<file path="src/rtl/serial_add_ctrl.sv">
`default_nettype none
// ============================================================================
// Module      : serial_add_ctrl
// Description : Bit-serial add/subtract sequencer. It drives one external
//               full-adder stage, one bit pair per clock, LSB first. It
//               latches the operands on start and reports sum, carry-out and
//               signed overflow with a one-cycle done pulse.
// Revision    : 1.0 - initial release
// ============================================================================
module serial_add_ctrl #(
    parameter int WIDTH = 8
) (
    input  logic             clk,
    input  logic             rst_n,
    input  logic             start,
    input  logic             sub,
    input  logic [WIDTH-1:0] a,
    input  logic [WIDTH-1:0] b,
    input  logic             cin,
    output logic             stage_a,
    output logic             stage_b,
    output logic             stage_cin,
    input  logic             stage_s,
    input  logic             stage_cout,
    output logic             busy,
    output logic             done,
    output logic [WIDTH-1:0] sum,
    output logic             cout,
    output logic             ovf
);

    localparam int c_CNT_W = (WIDTH > 2) ? $clog2(WIDTH) : 1;

    localparam logic [1:0] c_S_IDLE = 2'd0;
    localparam logic [1:0] c_S_RUN  = 2'd1;
    localparam logic [1:0] c_S_DONE = 2'd2;

    localparam logic [c_CNT_W-1:0] c_CNT_LAST = c_CNT_W'(WIDTH - 1);

    logic [1:0]         r_state;
    logic [1:0]         w_state_nxt;
    logic [WIDTH-1:0]   r_a_sh;
    logic [WIDTH-1:0]   r_b_sh;
    logic [WIDTH-1:0]   r_sum_sh;
    logic               r_carry;
    logic [c_CNT_W-1:0] r_cnt;
    logic [WIDTH-1:0]   r_sum;
    logic               r_cout;
    logic               r_ovf;

    logic               w_run;
    logic               w_accept;
    logic               w_last;
    logic [WIDTH-1:0]   w_sum_nxt;

    assign w_run     = (r_state == c_S_RUN);
    // start is honoured in IDLE and DONE only; a start during RUN is dropped.
    assign w_accept  = start && !w_run;
    assign w_last    = w_run && (r_cnt == c_CNT_LAST);
    assign w_sum_nxt = {stage_s, r_sum_sh[WIDTH-1:1]};

    // Stage drive is forced low outside RUN so the shared cell sees quiet inputs.
    assign stage_a   = w_run & r_a_sh[0];
    assign stage_b   = w_run & r_b_sh[0];
    assign stage_cin = w_run & r_carry;

    assign busy = w_run;
    assign done = (r_state == c_S_DONE);
    assign sum  = r_sum;
    assign cout = r_cout;
    assign ovf  = r_ovf;

    // State register.
    always_ff @(posedge clk or negedge rst_n) begin
        if (!rst_n) begin
            r_state <= c_S_IDLE;
        end else begin
            r_state <= w_state_nxt;
        end
    end

    // Next-state decode.
    always_comb begin
        w_state_nxt = r_state;
        case (r_state)
            c_S_IDLE: if (start) w_state_nxt = c_S_RUN;
            c_S_RUN:  if (r_cnt == c_CNT_LAST) w_state_nxt = c_S_DONE;
            c_S_DONE: w_state_nxt = start ? c_S_RUN : c_S_IDLE;
            default:  w_state_nxt = c_S_IDLE;
        endcase
    end

    // Operand capture, per-bit shifting and result latch on the final bit.
    always_ff @(posedge clk or negedge rst_n) begin
        if (!rst_n) begin
            r_a_sh   <= '0;
            r_b_sh   <= '0;
            r_sum_sh <= '0;
            r_carry  <= 1'b0;
            r_cnt    <= '0;
            r_sum    <= '0;
            r_cout   <= 1'b0;
            r_ovf    <= 1'b0;
        end else if (w_accept) begin
            // Subtract is a + ~b + 1: invert B here and seed the carry with 1.
            r_a_sh  <= a;
            r_b_sh  <= sub ? ~b : b;
            r_carry <= sub ? 1'b1 : cin;
            r_cnt   <= '0;
        end else if (w_run) begin
            r_sum_sh <= w_sum_nxt;
            r_a_sh   <= r_a_sh >> 1;
            r_b_sh   <= r_b_sh >> 1;
            r_carry  <= stage_cout;
            r_cnt    <= r_cnt + 1'b1;
            if (w_last) begin
                // r_carry still holds the carry into the MSB on this edge.
                r_sum  <= w_sum_nxt;
                r_cout <= stage_cout;
                r_ovf  <= r_carry ^ stage_cout;
            end
        end
    end

endmodule
`default_nettype wire

</file>
<file path="config.mk">
export PLATFORM = sky130hd
export DESIGN_NAME = serial_add_ctrl
export DESIGN_NICKNAME = d
export VERILOG_FILES = /design/src/rtl/serial_add_ctrl.sv
export SDC_FILE = /design/constraint.sdc
export NUM_CORES = 1
export LEC_CHECK = 0
export ABC_CLOCK_PERIOD_IN_PS = 2150
export BUFFER_PORTS_ARGS = -buffer_cell sky130_fd_sc_hd__buf_2
export CAP_MARGIN = 20
export CORE_MARGIN = 3
export CORE_UTILIZATION = 40
export CTS_BUF_LIST = sky130_fd_sc_hd__clkbuf_8
export DETAILED_ROUTE_END_ITERATION = 8
export PLACE_DENSITY = 0.67
export SLEW_MARGIN = 15
export SYNTH_ARGS = -nofsm -noshare
export SYNTH_HDL_FRONTEND = slang
export SYNTH_SLANG_ARGS = --single-unit
export TNS_END_PERCENT = 20
</file>
<file path="constraint.sdc">
create_clock -name clk -period 2.15 [get_ports clk]
set_input_delay 0.215 -clock clk [delete_from_list [all_inputs] [get_ports clk]]
set_output_delay 0.215 -clock clk [all_outputs]
set_load 0.01 [all_outputs]
</file>
==> impl_metrics.tcl <==
set metrics [dict create \
    int_pwr_uw 1770 \
    final_layout_size_suffix_gt1_share_pct 29.1 \
    gp_congestion 0.729 \
    globalRouteOverflowTotal 0 \
    vias_per_std_cell 4.76 \
    crit_type "flip-flop to output port" \
    total_leakage_power_uw 0.00110 \
    drtIter0Drc 68 \
    outcome "completed" \
    r2r_end "sum[1]" \
    fin_ws_ps 381 \
    slowest_delay_ps 380 \
    power_switching_share_pct 34.1 \
    cts_resized 0 \
    synth_cell_type_count 24 \
    grt_pass1_wl_um 5350 \
    timing.critical_path.required_ps 1930 \
    initial_standard_cell_utilization_of_the_core_pct 42.4 \
    fin_skew_ps 5.64 \
    worstPathCellList "nand2b_1 -> inv_2 -> and2_1 -> buf_2" \
    worst_skew_pair.late_latency_ps 290 \
    timing.final.crit_share_pct 82.3 \
    total_switching_power_uw 917 \
    grt_pass1_vias 1169 \
    final_period_demand_of_the_worst_path_ps 1770 \
    p_per_area_nw_per_um2 1300 \
    finish.utilization_pct 50.3 \
    worst_setup_path_start_kind "flip-flop" \
    timing.final.max_slew_violations 0 \
    grt_start_max_net_pins 40 \
    synth_seq_area_share_pct 55.9 \
    max_cap_violations 0 \
    power.total_uw 2690 \
    r2r_start "r_cnt[0]" \
    floorplan.die.width_um 72.1 \
    drtAntennaViolNets 0 \
    tritoncts.num_buffers 5 \
    final_hold_viol_count 0 \
    rrSetupSlack_ps 600 \
    overall_global_routing_usage_pct 13.1 \
    die_area_um2 5200 \
    layout.cells.most_common "sky130_fd_sc_hd__nand2_1" \
    power.clock.fraction_pct 19.8 \
    hold_slack_ps 38.0 \
    total_via_count_in_the_routed_design 1184 \
    tightestPinTransition_ps 857 \
    synth_area_um2 1750 \
    path_clk_slew_ps 80 \
    tritoncts_clock_tree "built" \
    die_height_um 72.1 \
    synth_nets 184 \
    p_comb_share_pct 34.2 \
    cts_root_buf "sky130_fd_sc_hd__clkbuf_8" \
    rel_slew_slack_pct 42.9 \
    io_buffer_count 37 \
    syn-mean-instance-area_um2 11.0 \
    timing.critical_path.from "r_state[1]" \
    max_freq_mhz 565 \
    wire_length_per_cell_after_detailed_routing_um 12.2 \
    power_share_of_the_sequential_group_pct 46.0 \
    layout_area_growth_over_synthesis_pct 18.5 \
    place_hpwl_um 2210 \
    clock_sink_count 39 \
    dp_worst_setup_slack_ps 611 \
    antenna_found_initial 0 \
    finalSetupViolations 0 \
    core-area_um2 4120 \
    detail_route.wirelength_um 3050 \
    grt_setup_unrepaired "no" \
    cts.hold.buffers_added 0 \
    fin_setup_tns_ps 0 \
    antennaDiodeCount 0 \
    clock_tree.htree_level_count 2 \
    min-delay-path-class "input pin to asynchronous set/reset pin" \
    slowest_stage "sky130_fd_sc_hd__dfrtp_1" \
    drt_pass1_iterations 4 \
    fp-row-count 23 \
    worst_vdd_ir_v 0.000598 \
    synth.ff_latch_count 39 \
    crit_path_max_fanout 13 \
    synthesis.yosys.warnings 0 \
    r2r.worst_path.cells 5 \
    layout.nets 223 \
    postSynthCellCount 159 \
    postCtsSetupBuffers 0 \
    cp.arrival_ps 1550 \
    most-common-layout-cells "sky130_fd_sc_hd__nand2_1, sky130_fd_sc_hd__dfrtp_1, sky130_fd_sc_hd__buf_2" \
    num_io_pins 38 \
    crit_path_end_kind "output port" \
    cts_buffer_depth 2 \
    drc 0 \
]
-- cells in the mapped netlist --
cell | instances | area share (%)
sky130_fd_sc_hd__nand2_1 | 41 | 8.8
sky130_fd_sc_hd__dfrtp_1 | 39 | 56
sky130_fd_sc_hd__o21ai_0 | 19 | 5.4
sky130_fd_sc_hd__mux2i_1 | 15 | 8.6
sky130_fd_sc_hd__mux2_4 | 7 | 6.0
sky130_fd_sc_hd__xor2_1 | 7 | 3.5
sky130_fd_sc_hd__buf_2 | 4 | 1.1
sky130_fd_sc_hd__buf_4 | 4 | 1.7
sky130_fd_sc_hd__and2_1 | 3 | 1.1
sky130_fd_sc_hd__ha_1 | 2 | 1.4
sky130_fd_sc_hd__inv_1 | 2 | 0.43
sky130_fd_sc_hd__mux2_2 | 2 | 1.3
sky130_fd_sc_hd__o21ai_1 | 2 | 0.57
sky130_fd_sc_hd__xnor2_1 | 2 | 1.0
sky130_fd_sc_hd__a21oi_1 | 1 | 0.29
sky130_fd_sc_hd__clkbuf_2 | 1 | 0.29
sky130_fd_sc_hd__inv_2 | 1 | 0.21
sky130_fd_sc_hd__nand2b_1 | 1 | 0.36
sky130_fd_sc_hd__nand3_1 | 1 | 0.29
sky130_fd_sc_hd__nand3b_1 | 1 | 0.43
sky130_fd_sc_hd__nor2_1 | 1 | 0.21
sky130_fd_sc_hd__nor2b_1 | 1 | 0.36
sky130_fd_sc_hd__nor3_1 | 1 | 0.29
sky130_fd_sc_hd__o22ai_1 | 1 | 0.36
-- how the worst max path moves through the flow --
| stage | end | slack, ps |
|---|---|---|
| final | stage_b | 380 |
| after global routing | stage_b | 230 |
| after CTS | stage_b | 360 |
| after detailed placement | sum[0] | 610 |
| after global placement | sum[1] | 630 |
| after floorplan | cout | 660 |
-- per-layer routing --
metal	GRT usage (%)	share of wire (%)	vias to the layer above
met1	18.7	51	545
met2	18.7	41	35
met4	4.38	0.72	0
met3	4.16	7.6	3
li1	-	-	601
met5	0	0	-
-- registers in the layout, indices dropped and copies added, names as in the netlist --
| signal | flops |
|---|---|
| cout | 1 |
| ovf | 1 |
| r_a_sh | 8 |
| r_b_sh | 8 |
| r_carry | 1 |
| r_cnt | 3 |
| r_state | 2 |
| r_sum_sh | 7 |
| sum | 8 |
-- logic make-up after synthesis --
family                   Yosys count  synth area share (%)
AO/OA/AOI/OAI                     23                  6.66
multiplexers                      24                  15.9
XOR/XNOR                           9                  4.51
adder cells (fa/ha/maj)            2                  1.43
buffers and inverters             12                  3.80
AND/OR/NAND/NOR                   50                  11.8
flip-flops                        39                  55.9
-- through the flow --
stage / std cells / instance area (um^2)
2_1_floorplan: 159 / 1750
4_1_cts: 249 / 2070
3_3_place_gp: 241 / 1970
3_5_place_dp: 241 / 1970
6_report: 249 / 2070
5_1_grt: 249 / 2070
-- cell type report --
type	count	area [um^2]
Sequential cell	39	976
Clock buffer	7	96.3
Fill cell	386	2050
Clock inverter	1	3.75
Multi-Input combinational cell	108	704
Tap cell	50	62.6
Inverter	3	11.3
Timing Repair Buffer	41	215
-- critical path: cells and delay by family, from the launching register on --
family | cells | cell delay [ps]
buf+inv | 2 | 400
flops | 1 | 380
simple gates | 2 | 490
-- power by group through the flow --
stage               Combinational [uW]  Sequential [uW]  Clock, uW
floorplan                          628             1250          0
global placement                   914             1240          0
detailed placement                 942             1250          0
CTS                                940             1240        544
global route                      1060             1280        579
finish                             919             1240        531
Power figures use the tool's default switching activity.
